`src/rtl/uart_receiver.sv`:
```
// UART receiver: 16x oversampled 8N1 deframer feeding a show-ahead byte FIFO,
// with sticky framing and overrun flags.
module uart_receiver #(
  parameter int CLOCK_FREQ_HZ = 50000000,
  parameter int FIFO_DEPTH    = 16
) (
  input  logic       clock_i,
  input  logic       reset_i,
  input  logic       uart_rx_i,
  input  logic [1:0] baudrate_select_i,
  input  logic       data_read_i,
  input  logic       error_clear_i,
  output logic [7:0] data_o,
  output logic       data_available_o,
  output logic [6:0] data_buffer_level_o,
  output logic       framing_error_o,
  output logic       overrun_error_o
);

  localparam int DIV_9600   = (CLOCK_FREQ_HZ / 153600  > 0) ? CLOCK_FREQ_HZ / 153600  : 1;
  localparam int DIV_19200  = (CLOCK_FREQ_HZ / 307200  > 0) ? CLOCK_FREQ_HZ / 307200  : 1;
  localparam int DIV_57600  = (CLOCK_FREQ_HZ / 921600  > 0) ? CLOCK_FREQ_HZ / 921600  : 1;
  localparam int DIV_115200 = (CLOCK_FREQ_HZ / 1843200 > 0) ? CLOCK_FREQ_HZ / 1843200 : 1;
  localparam int TICK_W     = (DIV_9600 > 1) ? $clog2(DIV_9600) : 1;
  localparam int PTR_W      = (FIFO_DEPTH > 1) ? $clog2(FIFO_DEPTH) : 1;

  typedef enum logic [1:0] {
    IDLE,
    START,
    DATA,
    STOP
  } state_t;

  logic              rx_meta_q;
  logic              rx_sync_q;
  logic [1:0]        baud_sel_q;
  logic              baud_change;
  logic [TICK_W-1:0] div_m1;
  logic [TICK_W-1:0] tick_cnt_q, tick_cnt_d;
  logic              tick;

  state_t            state_q, state_d;
  logic [3:0]        sample_cnt_q, sample_cnt_d;
  logic [2:0]        bit_idx_q, bit_idx_d;
  logic [7:0]        shift_q, shift_d;
  logic              wait_high_q, wait_high_d;
  logic              rx_push;
  logic              frame_err;

  logic [7:0]        mem_q [FIFO_DEPTH];
  logic [7:0]        mem_d [FIFO_DEPTH];
  logic [PTR_W-1:0]  wr_ptr_q, wr_ptr_d;
  logic [PTR_W-1:0]  rd_ptr_q, rd_ptr_d;
  logic [6:0]        level_q, level_d;
  logic              framing_q, framing_d;
  logic              overrun_q, overrun_d;
  logic              fifo_full;
  logic              fifo_empty;
  logic              pop;
  logic              push_ok;
  logic              overrun_set;

  always_comb begin
    div_m1 = TICK_W'(DIV_115200 - 1);
    unique case (baudrate_select_i)
      2'b00:   div_m1 = TICK_W'(DIV_9600 - 1);
      2'b01:   div_m1 = TICK_W'(DIV_19200 - 1);
      2'b10:   div_m1 = TICK_W'(DIV_57600 - 1);
      default: div_m1 = TICK_W'(DIV_115200 - 1);
    endcase
  end

  // A rate change restarts the divider so the new rate starts from a clean phase.
  assign baud_change = (baudrate_select_i != baud_sel_q);
  assign tick        = !baud_change && (tick_cnt_q >= div_m1);

  always_comb begin
    tick_cnt_d = tick_cnt_q + TICK_W'(1);
    if (baud_change || tick) begin
      tick_cnt_d = '0;
    end
  end

  always_comb begin
    state_d      = state_q;
    sample_cnt_d = sample_cnt_q;
    bit_idx_d    = bit_idx_q;
    shift_d      = shift_q;
    wait_high_d  = wait_high_q;
    rx_push      = 1'b0;
    frame_err    = 1'b0;
    unique case (state_q)
      IDLE: begin
        sample_cnt_d = '0;
        bit_idx_d    = '0;
        // After a bad stop bit the line must go idle before a new start is accepted.
        if (wait_high_q) begin
          if (rx_sync_q) begin
            wait_high_d = 1'b0;
          end
        end else if (!rx_sync_q) begin
          state_d = START;
        end
      end
      START: begin
        if (tick) begin
          if (sample_cnt_q == 4'd7) begin
            sample_cnt_d = '0;
            bit_idx_d    = '0;
            state_d      = rx_sync_q ? IDLE : DATA;
          end else begin
            sample_cnt_d = sample_cnt_q + 4'd1;
          end
        end
      end
      DATA: begin
        if (tick) begin
          sample_cnt_d = sample_cnt_q + 4'd1;
          if (sample_cnt_q == 4'd15) begin
            shift_d   = {rx_sync_q, shift_q[7:1]};
            bit_idx_d = bit_idx_q + 3'd1;
            if (bit_idx_q == 3'd7) begin
              state_d = STOP;
            end
          end
        end
      end
      STOP: begin
        if (tick) begin
          sample_cnt_d = sample_cnt_q + 4'd1;
          if (sample_cnt_q == 4'd15) begin
            state_d = IDLE;
            if (rx_sync_q) begin
              rx_push = 1'b1;
            end else begin
              frame_err   = 1'b1;
              wait_high_d = 1'b1;
            end
          end
        end
      end
      default: state_d = IDLE;
    endcase
  end

  assign fifo_full   = (level_q == 7'(FIFO_DEPTH));
  assign fifo_empty  = (level_q == 7'd0);
  assign pop         = data_read_i && !fifo_empty;
  assign push_ok     = rx_push && (!fifo_full || pop);
  assign overrun_set = rx_push && fifo_full && !pop;

  always_comb begin
    mem_d = mem_q;
    if (push_ok) begin
      mem_d[wr_ptr_q] = shift_q;
    end
    wr_ptr_d = push_ok ? wr_ptr_q + PTR_W'(1) : wr_ptr_q;
    rd_ptr_d = pop ? rd_ptr_q + PTR_W'(1) : rd_ptr_q;
    level_d  = level_q;
    if (push_ok && !pop) begin
      level_d = level_q + 7'd1;
    end else if (pop && !push_ok) begin
      level_d = level_q - 7'd1;
    end
  end

  // A new error event in the clearing cycle wins over the clear.
  always_comb begin
    framing_d = frame_err || (framing_q && !error_clear_i);
    overrun_d = overrun_set || (overrun_q && !error_clear_i);
  end

  always_ff @(posedge clock_i) begin
    if (reset_i) begin
      rx_meta_q    <= 1'b1;
      rx_sync_q    <= 1'b1;
      baud_sel_q   <= baudrate_select_i;
      tick_cnt_q   <= '0;
      state_q      <= IDLE;
      sample_cnt_q <= '0;
      bit_idx_q    <= '0;
      shift_q      <= '0;
      wait_high_q  <= 1'b0;
      wr_ptr_q     <= '0;
      rd_ptr_q     <= '0;
      level_q      <= '0;
      framing_q    <= 1'b0;
      overrun_q    <= 1'b0;
    end else begin
      rx_meta_q    <= uart_rx_i;
      rx_sync_q    <= rx_meta_q;
      baud_sel_q   <= baudrate_select_i;
      tick_cnt_q   <= tick_cnt_d;
      state_q      <= state_d;
      sample_cnt_q <= sample_cnt_d;
      bit_idx_q    <= bit_idx_d;
      shift_q      <= shift_d;
      wait_high_q  <= wait_high_d;
      wr_ptr_q     <= wr_ptr_d;
      rd_ptr_q     <= rd_ptr_d;
      level_q      <= level_d;
      framing_q    <= framing_d;
      overrun_q    <= overrun_d;
    end
  end

  // Storage carries no reset; the level counter alone defines what is valid.
  always_ff @(posedge clock_i) begin
    mem_q <= mem_d;
  end

  assign data_o              = fifo_empty ? 8'h00 : mem_q[rd_ptr_q];
  assign data_available_o    = !fifo_empty;
  assign data_buffer_level_o = level_q;
  assign framing_error_o     = framing_q;
  assign overrun_error_o     = overrun_q;

endmodule

```
`config.mk`:
```
export PLATFORM = sky130hd
export DESIGN_NAME = uart_receiver
export DESIGN_NICKNAME = d
export VERILOG_FILES = /design/src/rtl/uart_receiver.sv
export SDC_FILE = /design/constraint.sdc
export NUM_CORES = 1
export LEC_CHECK = 0
export BUFFER_PORTS_ARGS = -buffer_cell sky130_fd_sc_hd__buf_2
export CAP_MARGIN = 25
export CORE_ASPECT_RATIO = 0.7
export CORE_UTILIZATION = 60
export DETAILED_ROUTE_END_ITERATION = 16
export GPL_ROUTABILITY_DRIVEN = 0
export PLACE_DENSITY = 0.88
export SYNTH_ARGS = -nofsm -noshare
export SYNTH_HDL_FRONTEND = slang
export SYNTH_SLANG_ARGS = --single-unit
```
`constraint.sdc`:
```
create_clock -name clock_i -period 9.5 [get_ports clock_i]
set_clock_uncertainty 0.05 [all_clocks]
set_input_delay 0.475 -clock clock_i [delete_from_list [all_inputs] [get_ports clock_i]]
set_output_delay 0.475 -clock clock_i [all_outputs]
set_load 0.05 [all_outputs]
```
==> results of run 1 <==
==> cells in the mapped netlist, types with 4 or more instances <==
cell type / instances / share of area (%)
sky130_fd_sc_hd__edfxtp_1: 128 / 51
sky130_fd_sc_hd__nor2_1: 49 / 2.4
sky130_fd_sc_hd__dfxtp_1: 48 / 13
sky130_fd_sc_hd__mux4_2: 40 / 12
sky130_fd_sc_hd__ha_1: 28 / 4.6
sky130_fd_sc_hd__nor2b_1: 17 / 1.4
sky130_fd_sc_hd__inv_1: 16 / 0.79
sky130_fd_sc_hd__a21oi_1: 15 / 0.99
sky130_fd_sc_hd__and3_1: 15 / 1.2
sky130_fd_sc_hd__nand3_1: 14 / 0.92
sky130_fd_sc_hd__nand2_1: 13 / 0.64
sky130_fd_sc_hd__xnor2_1: 12 / 1.4
sky130_fd_sc_hd__mux2i_1: 11 / 1.5
sky130_fd_sc_hd__xor2_1: 10 / 1.2
sky130_fd_sc_hd__clkbuf_1: 9 / 0.44
sky130_fd_sc_hd__o21ai_0: 7 / 0.46
sky130_fd_sc_hd__buf_2: 6 / 0.40
sky130_fd_sc_hd__buf_1: 4 / 0.20
sky130_fd_sc_hd__nand4_1: 4 / 0.33
==> worst max path at each step <==
stage,slack [ps],from,endpoint
finish,5440,baudrate_select_i[0],data_buffer_level_o[6]
CTS,5560,baudrate_select_i[0],data_buffer_level_o[6]
detailed placement,5130,baudrate_select_i[0],data_buffer_level_o[6]
global route,5160,baudrate_select_i[0],data_buffer_level_o[6]
floorplan,5780,baudrate_select_i[0],data_buffer_level_o[6]
global placement,5350,baudrate_select_i[0],data_buffer_level_o[6]
==> logic make-up (layout without fill, tap and decap cells) <==
group / count (synthesis) / after routing / share of synthesized area, %
flip-flops: 176 / 176 / 63.3
AND/OR/NAND/NOR: 139 / 139 / 9.74
multiplexers: 51 / 51 / 13.3
AO/OA/AOI/OAI: 46 / 46 / 4.25
buffers and inverters: 36 / 76 / 1.98
adder cells (fa/ha/maj): 29 / 29 / 4.88
XOR/XNOR: 22 / 22 / 2.54
==> registers in the layout (all words and copies together), names as in the netlist, 3 cells and up, named ones only <==
signal	cells
bit_idx_q	3
data_buffer_level_o	7
mem_q	128
rd_ptr_q	4
sample_cnt_q	4
shift_q	8
tick_cnt_q	9
wr_ptr_q	4
==> stage by stage <==
stage                     setup WS, ps  util [%]  power (mW)  hold WS, ps
final                             5440      70.3        1.95          160
after global routing              5160      70.3        2.01          163
after global placement            5350      65.3        1.25          343
after floorplan                   5780         -        1.18          339
after CTS                         5560      70.2        1.95          158
after detailed placement          5130      65.3        1.26          350
==> power by group <==
part | switching [mW] | leakage, nW | total (mW) | internal, mW
clock | 0.306 | 0.296 | 0.697 | 0.390
sequential | 0.0292 | 1.88 | 0.861 | 0.832
combinational | 0.247 | 1.17 | 0.388 | 0.141
==> metal layers <==
metal	part of all wire [%]	vias to the layer above	track usage, %
li1	-	1967	-
met1	43	2216	36.2
met2	47	229	42.0
met3	8.5	36	8.43
met4	2.0	0	9.35
met5	0	-	0
==> layout make-up <==
type / count / area share [%]
Tap cell: 157 / 2.32
Sequential cell: 176 / 56.9
Multi-Input combinational cell: 287 / 31.3
Clock inverter: 12 / 1.42
Inverter: 16 / 0.711
Timing Repair Buffer: 28 / 1.82
Clock buffer: 20 / 5.54
==> metrics.md, run 1 <==
| Metric | Value |
|---|---|
| Run status | finished, final reports clean |
| Combined buffer and inverter count along the critical path | 3 |
| Most instantiated flip-flop cell in the synthesis netlist | sky130_fd_sc_hd__edfxtp_1 |
| Final Net Count | 562 |
| Post-layout instance count excluding filler cells | 696 |
| Critical path's top delay family | compound AO/OA/AOI/OAI gates |
| Most used cells in the layout excluding fill and tap cells | sky130_fd_sc_hd__edfxtp_1, sky130_fd_sc_hd__nor2_1, sky130_fd_sc_hd__dfxtp_1, sky130_fd_sc_hd__mux4_2, sky130_fd_sc_hd__ha_1 |
| Syn nets | 535 |
| Core footprint | 12000 sq um |
| Share of post-route cells with drive strength above 1 | 21.0% |
| Worst Hold Depth | 1 |
| Unrepaired setup endpoints after global routing | false |
| TritonCTS Sinks | 176 |
| Setup slack of the most critical reg-to-reg path | 5500 ps |
| Total non-filler cell area in the finished layout | 8450 sq um |
| Type of the most critical hold path | input port to flop |
| Path length in cells of the critical path | 18 |
| Number of antenna violations at the first check in global routing | 0 |
| Instance count after placement with tap cells included | 663 |
| Post-detailed-placement cell area | 7850 sq um |
| Number of diodes | 0 |
| First-iteration detailed-routing DRC count | 501 |
| Drt first pass iters | 5 |
| Relative slew margins | 32.9% |
| Number of placement rows | 33 |
| Final hold viol count | 0 |
| Count of yosys warnings during synthesis | 0 |
| Unique cell type count in the Yosys netlist | 56 |
| Power per Cell Area | 230 nW/um^2 |
| Height of the die | 96.1 microns |
| Final count of pins violating max slew | 0 |
| Combined area of all synthesized cells | 7590 sq um |
| EDFF count, synth | 128 |
| Startpoint of the worst-slack reg-to-reg timing path | data_buffer_level_o[0] |
| Routed wirelength normalized by instance count | 23.1 microns |
| Gate Count Post-Synth | 499 |
| LEAKAGE | 3.34 nW |
| Chain of cells forming the critical path | buf_2 > inv_1 > ha_1 > nor2_1 > ha_1 > o211a_1 > o31ai_1 > a31o_2 > a211oi_4 > ha_1 > inv_1 > fa_1 > a21o_1 > a21oi_1 > nand4b_1 > nand3_1 > xnor2_1 > nor2_1 |
| Fraction of the yosys area taken by sequential cells | 63.3% |
| Time the final worst path needs with I/O delays and setup | 4060 ps |
| Hold path startpoint | baudrate_select_i[0] |
| Post-CTS Repair Setup Buffers | 0 |
| Worst EP required | 9740 ps |
| Highest achievable clock rate | 246 MHz |
| Slowest cell on crit path | sky130_fd_sc_hd__a211oi_4 |
| Pin count of the biggest net entering global routing | 38 |
| Total of flip-flops plus latches after synthesis | 176 |
| Capturing point of the worst reg2reg path | data_buffer_level_o[6] |
| Delay of the slowest cell on the worst path | 530 ps |
| Slew at the pin closest to its max-slew limit | 1000 ps |
| Vias post-DR | 4448 |
| Horizontal die dimension | 136 microns |
| Mean instance size in the synthesized netlist | 15.2 sq um |
| WL final | 16100 microns |
| Max-capacitance violation count | 0 |
| Clock Pin Slew Worst Setup and Hold Paths | 70 ps |
| Detailed placement HPWL | 10000 microns |
| Average vias per placed instance | 6.39 |
| Count of instances resized after the clock tree is built | 0 |
| Maximum ir drop on the vdd rail | 0.290 mV |
| Number of levels in the clock H-tree | 4 |
| Async set-or-reset flop fraction in the synthesized netlist | 0% |
| Worst Setup Path Type | input port to flop |
| Final global-route overflow total | 0 |
| Number of clock buffers inserted by TritonCTS | 17 |
| Nature of the critical path endpoint | flop |
| DRC violation count after routing | 0 |
| ANT nets after route | 0 |
| Global router's overall resource usage | 27.0% |
| Via count of the first global-routing pass | 4206 |
| Worst hold endpoint | baud_sel_q[0] |
| Starting density of the core | 63.2% |
| Count of port buffers added during placement | 24 |
| Area of all sequential standard cells | 4810 sq um |
| CTS tree | yes |
| Maximum buffer depth of the clock tree | 2 |
| Post-route setup TNS | 0 ps |
| Global-route wire length before repair | 24500 microns |
| Filler cell count in the final layout | 736 |
| Worst Reg2Reg Path Length in Cells | 13 |
| Critical path fanouts, max | 15 |
| Arrival time of data at the critical path endpoint | 4300 ps |
| Total area of multi-input combinational cells | 2650 sq um |
| Critical path startpoint category | input port |
| Final count of negative-setup-slack endpoints | 0 |
| Most common cell after layout, fill and taps aside | sky130_fd_sc_hd__edfxtp_1 |
| I/O pin total | 25 |
| Final critical-path share of the clock period | 42.7% |
| Syn-to-layout area delta | 11.3% |
| Area of the die | 13100 sq um |
| Number of hold buffers added after cts | 0 |
| Root buf cell | sky130_fd_sc_hd__clkbuf_16 |
| Critical Path Most Common Cell | sky130_fd_sc_hd__ha_1 |
| Source-to-sink clock delay at the later pin of the worst-skew pair | 430 ps |
Note: power is estimated with default switching activity, not from simulation.
==> run 2, diff against run 1 <==
ABC_AREA = 1   (was not set)
CORE_UTILIZATION = 56   (was 60)
PLACE_DENSITY = 0.87   (was 0.88)
clock period = 3.5 ns   (was 9.5 ns; I/O delays follow)
==> run 2 against run 1 <==
Worst hold slack worse by 99 ps. Total power grew to 2.9 times the previous value. Final cell count increased by 39%. Clock power rose to 2.8 times the previous value. Worst setup slack got worse by 5100 ps. Design area rose by 3.9%. Synthesized area rose by 1.2%. Sequential cell count is the same. Sequential power grew to 2.7 times the previous value. Synthesized cell count is 46% higher.
==> metrics.md, run 2 <==
| Metric | Value |
|---|---|
| Run status | finished, final reports clean |
| Final core utilization | 66.2% (-4.1 points) |
| Highest achievable clock rate | 315 MHz |
| First-iteration detailed-routing DRC count | 539 (+7.6%) |
| Most instantiated flip-flop cell in the synthesis netlist | sky130_fd_sc_hd__edfxtp_1 |
| Final global-route overflow total | 0 (unchanged) |
| Async set-or-reset flop fraction in the synthesized netlist | 0% (unchanged) |
| Registers with the most flip-flops | mem_q: 128 flops, tick_cnt_q: 9 flops, shift_q: 8 flops |
| Count of port buffers added during placement | 24 (unchanged) |
| Nature of the critical path endpoint | flop |
| ANT nets after route | 0 (unchanged) |
| Pin count of the biggest net entering global routing | 67 (+76%) |
| Global router's overall resource usage | 26.6% (-0.37 points) |
| Largest Register | mem_q |
| Main combinational cell family by area after synthesis | simple AND/OR/NAND/NOR gates |
| CTS tree | yes |
| Max FFs per register | 128 (unchanged) |
| Worst Setup Path Type | flop to flop |
| Relative slew margins | 48.5% (+16 points) |
| Hold path startpoint | reset_i |
| Max-capacitance violation count | 0 (unchanged) |
| Time the final worst path needs with I/O delays and setup | 3170 ps |
| Count of yosys warnings during synthesis | 0 (unchanged) |
| TritonCTS Sinks | 176 (unchanged) |
| Critical Path Most Common Cell | sky130_fd_sc_hd__nand2_1 |
| Share of post-route cells with drive strength above 1 | 12.7% (-8.2 points) |
| I/O pin total | 25 (unchanged) |
| Horizontal die dimension | 142 microns (+4.1%) |
| Source-to-sink clock delay at the later pin of the worst-skew pair | 440 ps (about the same) |
| Average vias per placed instance | 5.77 (-9.7%) |
| Vias post-DR | 5597 (+26%) |
| Via count of the first global-routing pass | 5547 (+32%) |
| Final hold viol count | 0 (unchanged) |
| Number of levels in the clock H-tree | 4 (unchanged) |
| Final count of negative-setup-slack endpoints | 0 (unchanged) |
| Share of the synthesized area in the top cell type | 50.0% (-0.62 points) |
| Delay of the slowest cell on the worst path | 410 ps (-120 ps) |
| Critical path's top delay family | simple AND/OR/NAND/NOR gates |
| Most frequently used cell type in the post-synthesis netlist | sky130_fd_sc_hd__nor2_1 |
| Type of the most critical hold path | input port to flop |
| Syn nets | 766 (+43%) |
| Routed wirelength normalized by instance count | 18.1 microns (-22%) |
| Syn-to-layout area delta | 14.3% |
| Final Net Count | 808 (+44%) |
| Final count of pins violating max slew | 0 (unchanged) |
| Power per Cell Area | 639 nW/um^2 (+180%) |
| Starting density of the core | 57.9% (-5.3 points) |
| Maximum buffer depth of the clock tree | 2 (unchanged) |
| Combined buffer and inverter count along the critical path | 1 (-2) |
| Multiplexer share of the synthesized area | 0% (-13 points) |
| Arrival time of data at the critical path endpoint | 3490 ps (-810 ps) |
| Unique cell type count in the Yosys netlist | 36 (-36%) |
| Most common library cells after synthesis | sky130_fd_sc_hd__nor2_1, sky130_fd_sc_hd__edfxtp_1, sky130_fd_sc_hd__o21ai_0, sky130_fd_sc_hd__nand2_1, sky130_fd_sc_hd__inv_1 |
| Mean instance size in the synthesized netlist | 10.5 sq um (-31%) |
| LEAKAGE | 3.10 nW (-7.3%) |
| Drt first pass iters | 5 (unchanged) |
| Worst hold endpoint | wr_ptr_q[2] |
| Power, Total | 5.62 mW (+190%) |
| Maximum ir drop on the vdd rail | 0.397 mV (+37%) |
| Most common cell after layout, fill and taps aside | sky130_fd_sc_hd__nor2_1 |
| Chain of cells forming the critical path | ha_1 > nand2_1 > nor2_1 > nand2_1 > nand3_1 > nand2_1 > nand2_4 > nand4_4 > nor2_4 > ha_1 > inv_2 > fa_1 > nand3_1 > nand2_1 > nand2_1 > nand2_1 > a21oi_1 > xor2_1 > nand2_1 > a21oi_1 |
| Unrepaired setup endpoints after global routing | false |
| Worst Reg2Reg Path Length in Cells | 20 (+7) |
| Setup slack of the most critical reg-to-reg path | 330 ps (-5170 ps) |
| Area of the die | 14200 sq um (+8.3%) |
| Critical path startpoint category | flop |
| Critical path fanouts, max | 6 (-9) |
| Synth Area in Adders | 4.82% (-0.060 points) |
| Clock Pin Slew Worst Setup and Hold Paths | 70 ps (about the same) |
| Post-synthesis compound-gate area fraction | 12.1% (+7.9 points) |
| Slew at the pin closest to its max-slew limit | 772 ps (-230 ps) |
| EDFF count, synth | 128 (unchanged) |
| WL final | 17500 microns (+9.2%) |
| Final critical-path share of the clock period | 90.6% |
| Startpoint of the worst-slack reg-to-reg timing path | tick_cnt_q[4] |
| Detailed placement HPWL | 10800 microns (+7.9%) |
| Capturing point of the worst reg2reg path | data_buffer_level_o[6] |
| Post-route setup TNS | 0 ps (unchanged) |
| Root buf cell | sky130_fd_sc_hd__clkbuf_16 |
| Total of flip-flops plus latches after synthesis | 176 (unchanged) |
| Ranking of synthesized cells by area | sky130_fd_sc_hd__edfxtp_1, sky130_fd_sc_hd__dfxtp_1, sky130_fd_sc_hd__nor2_1 |
| DRC violation count after routing | 0 (unchanged) |
| Height of the die | 100 microns (+4.1%) |
| Number of clock buffers inserted by TritonCTS | 17 (unchanged) |
| Number of placement rows | 35 (+6.1%) |
| Most area-hungry cell type in the Yosys netlist | sky130_fd_sc_hd__edfxtp_1 |
| Slowest cell on crit path | sky130_fd_sc_hd__fa_1 |
| Synth Area in XOR/XNOR | 1.37% (-1.2 points) |
| Worst EP required | 3810 ps (-5930 ps) |
| Combined area of all synthesized cells | 7680 sq um (+1.2%) |
| Number of antenna violations at the first check in global routing | 0 (unchanged) |
| Number of diodes | 0 (unchanged) |
| Gate Count Post-Synth | 730 (+46%) |
| Global-route wire length before repair | 28100 microns (+15%) |
| Basic-gate share of the synthesized area counting and, or, nand and nor cells | 15.1% (+5.4 points) |
| Fraction of the yosys area taken by sequential cells | 62.5% (-0.77 points) |
| Core footprint | 13300 sq um (+10%) |
| Most used cells in the layout excluding fill and tap cells | sky130_fd_sc_hd__nor2_1, sky130_fd_sc_hd__edfxtp_1, sky130_fd_sc_hd__o21ai_0, sky130_fd_sc_hd__nand2_1, sky130_fd_sc_hd__inv_1 |
| Worst Hold Depth | 2 (+1) |
[run 2: timing repair]
action | 4_1_cts | 5_1_grt
endpoints found under the setup margin | 0 | 2
hold buffers | 4 | 0
setup buffers | 0 | 0
endpoints found under the hold margin | 5 | 0
resized for setup | 0 | 3
[run 2: through the flow]
stage	setup slack, ps	area (sq um)	hold WS (ps)	cells
finish	328	8780	61.0	970
global placement	199	8100	291	934
CTS	263	8760	47.3	970
floorplan	364	7680	153	730
detailed placement	16.2	8100	300	934
global route	23.5	8780	75.7	970
[run 2: worst max path at each step]
stage,start,endpoint,slack [ps],cells past startpoint
3_5_place_dp,baudrate_select_i[0],data_buffer_level_o[5],20,25
6_report,tick_cnt_q[4],data_buffer_level_o[6],330,20
2_1_floorplan,data_buffer_level_o[0],data_buffer_level_o[6],360,16
3_3_place_gp,baudrate_select_i[0],data_buffer_level_o[5],200,25
5_1_grt,tick_cnt_q[4],data_buffer_level_o[6],20,20
4_1_cts,tick_cnt_q[4],data_buffer_level_o[5],260,21
[run 2: cell families (layout without fill, tap and decap cells)]
| kind of cell | after synthesis | after routing |
|---|---|---|
| AND/OR/NAND/NOR | 268 | 268 |
| XOR/XNOR | 12 | 12 |
| adder cells (fa/ha/maj) | 29 | 29 |
| buffers and inverters | 82 | 137 |
| flip-flops | 176 | 176 |
| AO/OA/AOI/OAI | 163 | 163 |
[run 2: metal layers]
| layer | global-route usage (%) | wire length, microns | up-vias |
|---|---|---|---|
| li1 | - | - | 2641 |
| met3 | 5.82 | 1420 | 42 |
| met1 | 34.1 | 7300 | 2649 |
| met5 | 0 | 0 | - |
| met4 | 11.8 | 389 | 0 |
| met2 | 43.9 | 8430 | 265 |
[run 2: layout make-up]
type | instances | area [sq um]
Clock buffer | 17 | 425
Fill cell | 927 | 4490
Timing Repair Buffer | 51 | 333
Sequential cell | 176 | 4810
Clock inverter | 15 | 190
Inverter | 54 | 203
Multi-Input combinational cell | 472 | 2590
Tap cell | 185 | 231
[run 2: worst register-to-register path: stages, from the launching register on]
cell and delay (ps):
sky130_fd_sc_hd__dfxtp_1 370, sky130_fd_sc_hd__ha_1 320, sky130_fd_sc_hd__nand2_1 70, sky130_fd_sc_hd__nor2_1 140, sky130_fd_sc_hd__nand2_1 80, sky130_fd_sc_hd__nand3_1 70
sky130_fd_sc_hd__nand2_1 100, sky130_fd_sc_hd__nand2_4 140, sky130_fd_sc_hd__nand4_4 130, sky130_fd_sc_hd__nor2_4 130, sky130_fd_sc_hd__ha_1 200, sky130_fd_sc_hd__inv_2 110
sky130_fd_sc_hd__fa_1 410, sky130_fd_sc_hd__nand3_1 100, sky130_fd_sc_hd__nand2_1 80, sky130_fd_sc_hd__nand2_1 70, sky130_fd_sc_hd__nand2_1 50, sky130_fd_sc_hd__a21oi_1 150
sky130_fd_sc_hd__xor2_1 150, sky130_fd_sc_hd__nand2_1 60, sky130_fd_sc_hd__a21oi_1 120
[run 2: power breakdown]
group          switching, mW  internal (mW)
registers             0.0564           2.25
clock network          0.910           1.03
logic                  0.998          0.370
total                   1.96           3.65
